## config.mk

```make
export PLATFORM = sky130hd
export DESIGN_NAME = core_seq
export DESIGN_NICKNAME = d
export VERILOG_FILES = /design/src/rtl/core_seq.sv
export SDC_FILE = /design/constraint.sdc
export NUM_CORES = 1
export LEC_CHECK = 0
export ABC_AREA = 0
export ABC_CLOCK_PERIOD_IN_PS = 2300
export CAP_MARGIN = 20
export CELL_PAD_IN_SITES_DETAIL_PLACEMENT = 1
export CELL_PAD_IN_SITES_GLOBAL_PLACEMENT = 1
export CORE_UTILIZATION = 30
export CTS_CLUSTER_DIAMETER = 60
export DETAILED_ROUTE_END_ITERATION = 10
export HOLD_SLACK_MARGIN = 0.03
export PLACE_DENSITY_LB_ADDON = 0.1
export REMOVE_ABC_BUFFERS = 1
export SETUP_SLACK_MARGIN = 0.3
export SYNTH_ARGS = -nofsm -noshare
export SYNTH_HDL_FRONTEND = slang
export SYNTH_SLANG_ARGS = --single-unit
export TNS_END_PERCENT = 5
```

## constraint.sdc

```tcl
create_clock -name clk -period 2.3 [get_ports clk]
set_input_delay 0.23 -clock clk [delete_from_list [all_inputs] [get_ports clk]]
set_output_delay 0.23 -clock clk [all_outputs]
set_load 0.005 [all_outputs]
```

## src/rtl/core_seq.sv

```systemverilog
// Multi-cycle FETCH/DECODE/EXEC/WB sequencer for the core datapath.
// Optional macro CORE_SEQ_PERF_EN adds saturating cycle/retire counters.
module core_seq #(
  parameter int                ADDR_W   = 32,
  parameter logic [ADDR_W-1:0] RESET_PC = '0
) (
  input  logic              clk,
  input  logic              rst,
  input  logic              start,
  input  logic [ADDR_W-1:0] last_pc,
  output logic              imem_req,
  output logic [ADDR_W-1:0] imem_addr,
  input  logic              imem_ack,
  input  logic [31:0]       imem_rdata,
  output logic [31:0]       instr,
  input  logic              stall,
  input  logic              rf_we_req,
  output logic              rf_we,
  output logic [ADDR_W-1:0] pc,
  output logic              halted
`ifdef CORE_SEQ_PERF_EN
  ,
  output logic [31:0]       cyc_cnt,
  output logic [31:0]       ret_cnt
`endif
);

  typedef enum logic [2:0] {
    S_IDLE   = 3'd0,
    S_FETCH  = 3'd1,
    S_DECODE = 3'd2,
    S_EXEC   = 3'd3,
    S_WB     = 3'd4,
    S_HALT   = 3'd5
  } state_t;

  state_t            r_state;
  state_t            w_next;
  logic [ADDR_W-1:0] r_pc;
  logic [31:0]       r_instr;
  logic              w_last;

  assign w_last = (r_pc == last_pc);

  always_ff @(posedge clk or posedge rst) begin
    if (rst) r_state <= S_IDLE;
    else     r_state <= w_next;
  end

  // Outputs are pure state decodes so an async reset clears them in the same cycle.
  always_comb begin
    w_next   = r_state;
    imem_req = 1'b0;
    rf_we    = 1'b0;
    halted   = 1'b0;
    unique case (r_state)
      S_IDLE:   if (start) w_next = S_FETCH;
      S_FETCH: begin
        imem_req = 1'b1;
        if (imem_ack) w_next = S_DECODE;
      end
      S_DECODE: w_next = S_EXEC;
      S_EXEC:   if (!stall) w_next = S_WB;
      S_WB: begin
        rf_we  = rf_we_req;
        w_next = w_last ? S_HALT : S_FETCH;
      end
      S_HALT:   halted = 1'b1;
      default:  w_next = S_IDLE;
    endcase
  end

  always_ff @(posedge clk or posedge rst) begin
    if (rst) begin
      r_pc    <= RESET_PC;
      r_instr <= '0;
    end else begin
      if (r_state == S_FETCH && imem_ack) r_instr <= imem_rdata;
      if (r_state == S_WB && !w_last)     r_pc    <= r_pc + 1'b1;
    end
  end

  assign pc        = r_pc;
  assign imem_addr = r_pc;
  assign instr     = r_instr;

`ifdef CORE_SEQ_PERF_EN
  logic [31:0] r_cyc;
  logic [31:0] r_ret;

  always_ff @(posedge clk or posedge rst) begin
    if (rst) begin
      r_cyc <= '0;
      r_ret <= '0;
    end else begin
      if (r_state != S_IDLE && r_state != S_HALT && r_cyc != 32'hFFFF_FFFF)
        r_cyc <= r_cyc + 32'd1;
      if (r_state == S_WB && r_ret != 32'hFFFF_FFFF)
        r_ret <= r_ret + 32'd1;
    end
  end

  assign cyc_cnt = r_cyc;
  assign ret_cnt = r_ret;
`endif

endmodule

```

---- Word-level counts from Yosys, hierarchy flattened ----
Cells that the tools add are included.
storage, ports and cells
  logic and storage cells ................. 27
  register bits after elaboration ......... 67
  output and inout port bits .............. 99
  bits of input ports ..................... 70
cells by class
  add/sub/neg operators ................... 1
  equal/unequal tests ..................... 9
  reductions and logical operators ........ 5
  bitwise operators ....................... 1
  mux-type cells .......................... 8
operators by type and width
  cell                                            count
  adder 32 x 1 -> 32 bit (second input constant)  1
  == test 32 bit                                  1
  one-hot mux 3 bit (6 select lines)              1
  2-to-1 mux 3 bit                                4
  == test 3 x 2 -> 1 bit (second input constant)  2
  == test 3 bit (second input constant)           2
  != test 2 bit (second input constant)           3
  AND reduction 4 bit                             1
  == test 3 x 1 -> 1 bit (second input constant)  1
  zero test 3 bit                                 1
  2-to-1 mux 1 bit                                3
  logical AND 1 bit                               2
  zero test 1 bit                                 1
  inverter 1 bit                                  1

---- Longest topological paths before layout ----
Gate-level depths: netlist (run 1).
  depth after elaboration ................. 3
  depth in mapped cells ................... 8
  depth with buffers taken out ............ 6

---- Worst setup path before layout (run 1) ----
OpenSTA, ideal clock, no wires.
  path kind ............................... register -> register
  from .................................... register r_pc[2], in the netlist imem_addr[2]
  to ...................................... register r_pc[1], in the netlist imem_addr[1]
  library setup time ...................... 125 ps
  arrival time ............................ 1879 ps
  path buffers ............................ 2
  data required time ...................... 2175 ps
  stages on the path, launching flop included .. 8
  slack ................................... 296 ps
  clock period less this slack ............ 2004 ps
  cell sequence ........................... dfrtp_1 > buf_6 > xor2_1 > nor4_1 > nand4_1 > o21ai_4 > buf_6 > mux2_4
between the ends
  cells in the longest elaborated chain, start to end .. 3
ends and longest elaborated chain
  item                    RTL line  source
  start, declared         39        logic [ADDR_W-1:0] r_pc;
  start signal, assigned  79        if (r_state == S_WB && !w_last) r_pc <= r_pc + 1'b1;
  == test 32 bit          43        assign w_last = (r_pc == last_pc);
  zero test 1 bit         79
  logical AND 1 bit       79
Every way passes these cells.
A chain may end at the register's enable or synchronous reset.

---- Worst setup path in the final report (run 1) ----
  from .................................... register r_pc[25], in the netlist imem_addr[25]
  to ...................................... register r_pc[27], in the netlist imem_addr[27]
between the ends
  cells in the longest elaborated chain, start to end .. 3
  elaborated cells between the ends (all ways) .. 4
  those cells by class .................... 1 x add/sub; 1 x eq/ne; 2 x reduce/logical
ends and longest elaborated chain
  item
  parallel branches: the longest is 3 deep, another holds adder 32 x 1 -> 32 bit
Several ways; the timed one is not identified.

==> flow_summary.yaml, run 1 <==
status:
  status: "complete, no violations"
clocking:
  clk_latency_ps: 330
  cts_tree: "yes"
  htree_levels: 3
  cts.clk_slew.worst_paths_ps: 60
  cts_buffers: 9
  hold_buffers: 0
  clock_sinks: 67
  cts_root_buffer: "clkbuf_16"
  clockBufferDepth: 2
critical_path:
  worstReg2RegStart: "imem_addr[25]"
  crit_slowest_cell: "dfrtp_1"
  crit_path_cell_trace: "xor2_2, nor4_2, buf_4, nand4_1, o21ai_4, buf_6, clkbuf_16, nor4_1, xnor2_1"
  crit_fanout: 6
  crit_arrival_ps: 2270
  worst-r2r-cell-count: 9
  ff2ff_setup_slack_ps: 240
  required_ps: 2510
  worstSetupEndpointType: "flip-flop"
  cp_top_family: "simple AND/OR/NAND/NOR gates"
  slowest_delay_ps: 410
  worstSetupPathType: "flip-flop to flip-flop"
  timing.critical_path.buf_inv: 3
  start_kind: "flip-flop"
  r2r_end: "imem_addr[27]"
drt:
  vias: 2952
  dr.first_iter.drc_count: 20
  drtAntennaViolNets: 0
  drc: 0
  routed_via_density: 4.70
  finalWirelength_mm: 10.6
  first_pass_iters: 4
  wl_per_cell_um: 16.9
cells_and_area:
  final_cell_mix: "clkdlybuf4s50_1, dfrtp_1, xor2_1"
  drive_gt1_frac: 0.223
  n_antenna_cell: 0
  area_delta_synth_final_pct: 68.7
  layout_commonest_cell: "clkdlybuf4s50_1"
  final_cell_area_sq_um: 5860
  fin_cells: 628
  final_net_count: 554
  final_util: 0.529
sta:
  fmax_mhz: 485
  fin_hold_ws_ps: 294
  rsz0062_at_grt: "yes"
  period_share: 0.897
  worst-slew-pin-transition_ps: 416
  fin_setup_tns_ps: 0
  maxSlewViolCount: 0
  relSlewSlack: 0.723
  setup-violations-final: 0
  hold_viol: 0
  clock_skew_ps: 8.82
  min_period_ps: 2060
power_and_ir_drop:
  leakage_nw: 2.59
  p_per_area_nw_per_um2: 897
  vdd_drop_max_uv: 460
yosys:
  yosysTopAreaCell: "dfrtp_1"
  synth.area.top_cells: "dfrtp_1, xor2_1, mux2_2"
  synth_top_area_share: 0.483
  synth_area_sq_um: 3470
  syn-mean-instance-area_sq_um: 11.4
  synth_cell_types: 32
  seq_area_frac_synth: 0.483
  synth.yosys.warnings: 0
  syn_inst: 304
  synth_seq_cells: 67
global_route:
  grt_max_degree: 68
  antenna_found_initial: 0
  grt_usage: 0.183
  grt_pass1_vias: 3122
  overflow: 0
  grt_pass1_wl_mm: 16.3
place:
  dpl-instance-area_sq_um: 5300
  dp_cells: 603
  hpwl_mm: 7.95
  gp_congestion: 0.784
  io_buffer_count: 168
die:
  chipWidth_um: 110
  pin_count: 169
  fp.coreArea_sq_um: 11100
  die_area_sq_um: 12000
  start_util: 0.314
  rows: 38
  fp.dieH_um: 110
hold_path:
  min_path_type: "input pin to async pin"
flow_run:
  cap_violations: 0
[worst max-delay path by stage]
stage | endpoint | startpoint | slack [ps] | cells past startpoint
after floorplan | imem_addr[1] | imem_addr[2] | 220 | 5
after global placement | imem_addr[1] | last_pc[21] | -80 | 8
after detailed placement | imem_addr[1] | last_pc[21] | -100 | 8
after CTS | imem_addr[22] | imem_addr[9] | 220 | 9
after global routing | imem_addr[30] | imem_addr[25] | 160 | 9
final | imem_addr[27] | imem_addr[25] | 240 | 9
[tightest hold or removal path, cell delays in order]
cell and delay, ps:
clkdlybuf4s50_1 410, inv_2 70, buf_12 310
[metal layers]
layer,global-route usage,vias to the layer above,share of wire
li1,-,1355,-
met1,0.238,1451,0.44
met2,0.296,129,0.47
met3,0.0350,17,0.066
met4,0.0790,0,0.023
met5,0,-,0
[cells by family (layout without fill, tap and decap cells)]
group / Yosys count / in the layout / share of synthesized area
muxes: 33 / 33 / 0.108
AOI/OAI and AO/OA: 6 / 6 / 0.0119
and+or+nand+nor: 88 / 88 / 0.143
adders and majority gates: 1 / 1 / 0.00360
buffers and inverters: 46 / 230 / 0.0918
DFF: 67 / 67 / 0.483
xor gates and xnor gates: 63 / 63 / 0.159
[registers in the layout (all words and copies together) (netlist names)]
| register | cells |
|---|---|
| imem_addr | 32 |
| instr | 32 |
| r_state | 3 |
[synth_stat cells]
cell type  count
nor2_2         2
ha_1           1
nand3_1        9
a21oi_1        2
mux2_1         3
and3_1         3
nor3_2         1
nor2_1        10
buf_4         32
xnor2_1        6
xor2_1        57
nor2b_1        2
o21ai_4        1
inv_1          7
dfrtp_1       67
mux2_2        29
and2_1         3
o21ai_0        3
nand2_1       13
nand3b_4       1
nand2b_1       3
and4_4         1
nor3_1        14
buf_6          3
clkbuf_1       1
nor4_1        15
nand2b_4       1
nand4_1        6
nor3b_1        3
mux2_4         1
buf_2          3
or2_2          1
[report_power, final]
group | total, mW | internal (mW) | switching [mW] | leakage [nW]
clock | 1.69 | 1.17 | 0.519 | 0.177
combinational | 1.86 | 1.24 | 0.626 | 1.59
sequential | 1.70 | 1.52 | 0.179 | 0.819
total | 5.26 | 3.93 | 1.32 | 2.59
[layout make-up]
cell class	count	area, sq um
Tap cell	140	175
Fill cell	1224	5220
Timing Repair Buffer	207	2060
Inverter	7	26.3
Sequential cell	67	1680
Clock buffer	10	229
Clock inverter	6	138
Multi-Input combinational cell	191	1560
[per-stage QoR]
step,worst slack [ps],power [mW]
5_1_grt,158,5.54
6_report,237,5.26
3_3_place_gp,-82.5,3.45
4_1_cts,221,5.32
3_5_place_dp,-97.6,3.51
2_1_floorplan,216,2.40
[what timing repair did]
action	4_1_cts	5_1_grt
endpoints found under the setup margin	32	29
cloned	1	1
buffers inserted	6	1
pin swaps	4	7
gates resized for setup	9	10
No activity file was read; power rests on OpenSTA's default activity.
==> inputs of run 2 (changes only) <==
CTS_CLUSTER_DIAMETER = 50   (was 60)
==> results of run 2 <==
The final DEF is identical to that of run 1; final timing and power are the same.
==> inputs of run 3 (changes only) <==
CORE_UTILIZATION = 31   (was 30)
CTS_BUF_LIST = sky130_fd_sc_hd__clkbuf_8   (was unset)
==> flow_summary.yaml, run 3 (same netlist as run 1, synthesis figures left out) <==
sta:
  clock_skew_ps: 9.61
  min_period_ps: 2050
  fin_setup_tns_ps: 0
  hold_viol: 0
  period_share: 0.892
  rsz0062_at_grt: "yes"
  setup-violations-final: 0
  worst-slew-pin-transition_ps: 417
  relSlewSlack: 0.722
  maxSlewViolCount: 0
  setup_ws_ps: 248
  fin_hold_ws_ps: 277
  fmax_mhz: 487
power_and_ir_drop:
  p_per_area_nw_per_um2: 855
  leakage_nw: 2.49
  fin_total_pwr_mw: 4.78
  vdd_drop_max_uv: 443
clocking:
  clock_sinks: 67
  htree_levels: 3
  cts_tree: "yes"
  clockBufferDepth: 2
  clk_latency_ps: 340
  cts_buffers: 9
  hold_buffers: 0
  cts_root_buffer: "clkbuf_8"
  cts.clk_slew.worst_paths_ps: 80
die:
  chipWidth_um: 108
  rows: 38
  start_util: 0.319
  pin_count: 169
  fp.coreArea_sq_um: 10900
  fp.dieH_um: 108
  die_area_sq_um: 11600
drt:
  dr.first_iter.drc_count: 94
  drc: 0
  first_pass_iters: 4
  finalWirelength_mm: 10.3
  wl_per_cell_um: 16.5
  drtAntennaViolNets: 0
  routed_via_density: 4.65
  vias: 2894
place:
  pre_cts_slack_ps: -87.0
  dp_cells: 605
  dpl-instance-area_sq_um: 5300
  gp_congestion: 0.781
  io_buffer_count: 168
  hpwl_mm: 7.92
critical_path:
  required_ps: 2540
  crit_path_cell_trace: "xor2_1, nor4_1, nand4_1, o21ai_4, buf_12, mux2_4"
  crit_fanout: 20
  crit_arrival_ps: 2290
  r2r_end: "imem_addr[1]"
  crit_slowest_cell: "dfrtp_1"
  start_kind: "flip-flop"
  cp_top_family: "simple AND/OR/NAND/NOR gates"
  worstReg2RegStart: "imem_addr[4]"
  timing.critical_path.buf_inv: 1
  ff2ff_setup_slack_ps: 250
  worstSetupEndpointType: "flip-flop"
  worst-r2r-cell-count: 6
  worstSetupPathType: "flip-flop to flip-flop"
  slowest_delay_ps: 410
cells_and_area:
  multi_input_area_sq_um: 1490
  fillCellCount: 1208
  final_net_count: 548
  seq_area_sq_um: 1680
  layout_commonest_cell: "clkdlybuf4s50_1"
  final_cell_mix: "clkdlybuf4s50_1, dfrtp_1, xor2_1"
  fin_cells: 622
  n_antenna_cell: 0
  drive_gt1_frac: 0.189
  final_cell_area_sq_um: 5590
  area_delta_synth_final_pct: 60.9
  final_util: 0.513
flow_run:
  cap_violations: 0
status:
  status: "complete, no violations"
hold_path:
  min_path_type: "input pin to async pin"
global_route:
  antenna_found_initial: 0
  grt_pass1_vias: 3091
  overflow: 0
  grt_usage: 0.188
  grt_pass1_wl_mm: 16.4
  grt_max_degree: 68
-- run 3: cell types whose count changed in the layout (fill, tap and decap cells not counted), moves of 2 or more --
cell / before / now
nor3_1: 11 / 14
xor2_2: 2 / 0
clkbuf_8: 0 / 9
nor3_2: 4 / 1
clkbuf_16: 10 / 0
clkinv_2: 0 / 2
clkinv_4: 2 / 0
nor4_2: 7 / 1
xor2_1: 55 / 57
nor4_1: 8 / 14
buf_6: 2 / 0
-- run 3: repair_timing --
item / CTS / global route
setup buffers: 1 / 0
gates cloned: 0 / 0
endpoints found under the setup margin: 25 / 32
gates resized for setup: 4 / 0
-- run 3: worst max path at each step --
stage                       start           end  slack [ps]  cells after the start
floorplan            imem_addr[2]  imem_addr[1]         220                      5
global placement      last_pc[27]  imem_addr[1]         -60                      8
detailed placement    last_pc[27]  imem_addr[1]         -90                      8
CTS                 imem_addr[21]  imem_addr[1]         240                      7
global route        imem_addr[27]  imem_addr[1]         150                      7
finish               imem_addr[4]  imem_addr[1]         250                      6
-- run 3: area by class of cell --
type	instances	area share
Clock buffer	9	0.0222
Clock inverter	7	0.0248
Inverter	7	0.00470
Multi-Input combinational cell	191	0.267
Sequential cell	67	0.300
Tap cell	140	0.0313
Timing Repair Buffer	201	0.350
-- run 3: worst register-to-register path, stage by stage, from the launching register on --
cell and delay [ps]:
dfrtp_1 410, xor2_1 170, nor4_1 380, nand4_1 250, o21ai_4 240, buf_12 180, mux2_4 310
-- run 3: per-layer routing --
| metal | share of wire | GRT usage | vias up |
|---|---|---|---|
| met4 | 0.012 | 0.0646 | 0 |
| met2 | 0.48 | 0.311 | 118 |
| li1 | - | - | 1336 |
| met5 | 0 | 0 | - |
| met3 | 0.063 | 0.0393 | 11 |
| met1 | 0.44 | 0.241 | 1429 |
-- run 3: report_power, final --
part | leakage, nW | switching [mW] | total, mW | internal [mW]
clock | 0.134 | 0.477 | 1.31 | 0.830
sequential | 0.821 | 0.200 | 1.72 | 1.52
combinational | 1.54 | 0.591 | 1.75 | 1.16
total | 2.49 | 1.27 | 4.78 | 3.51
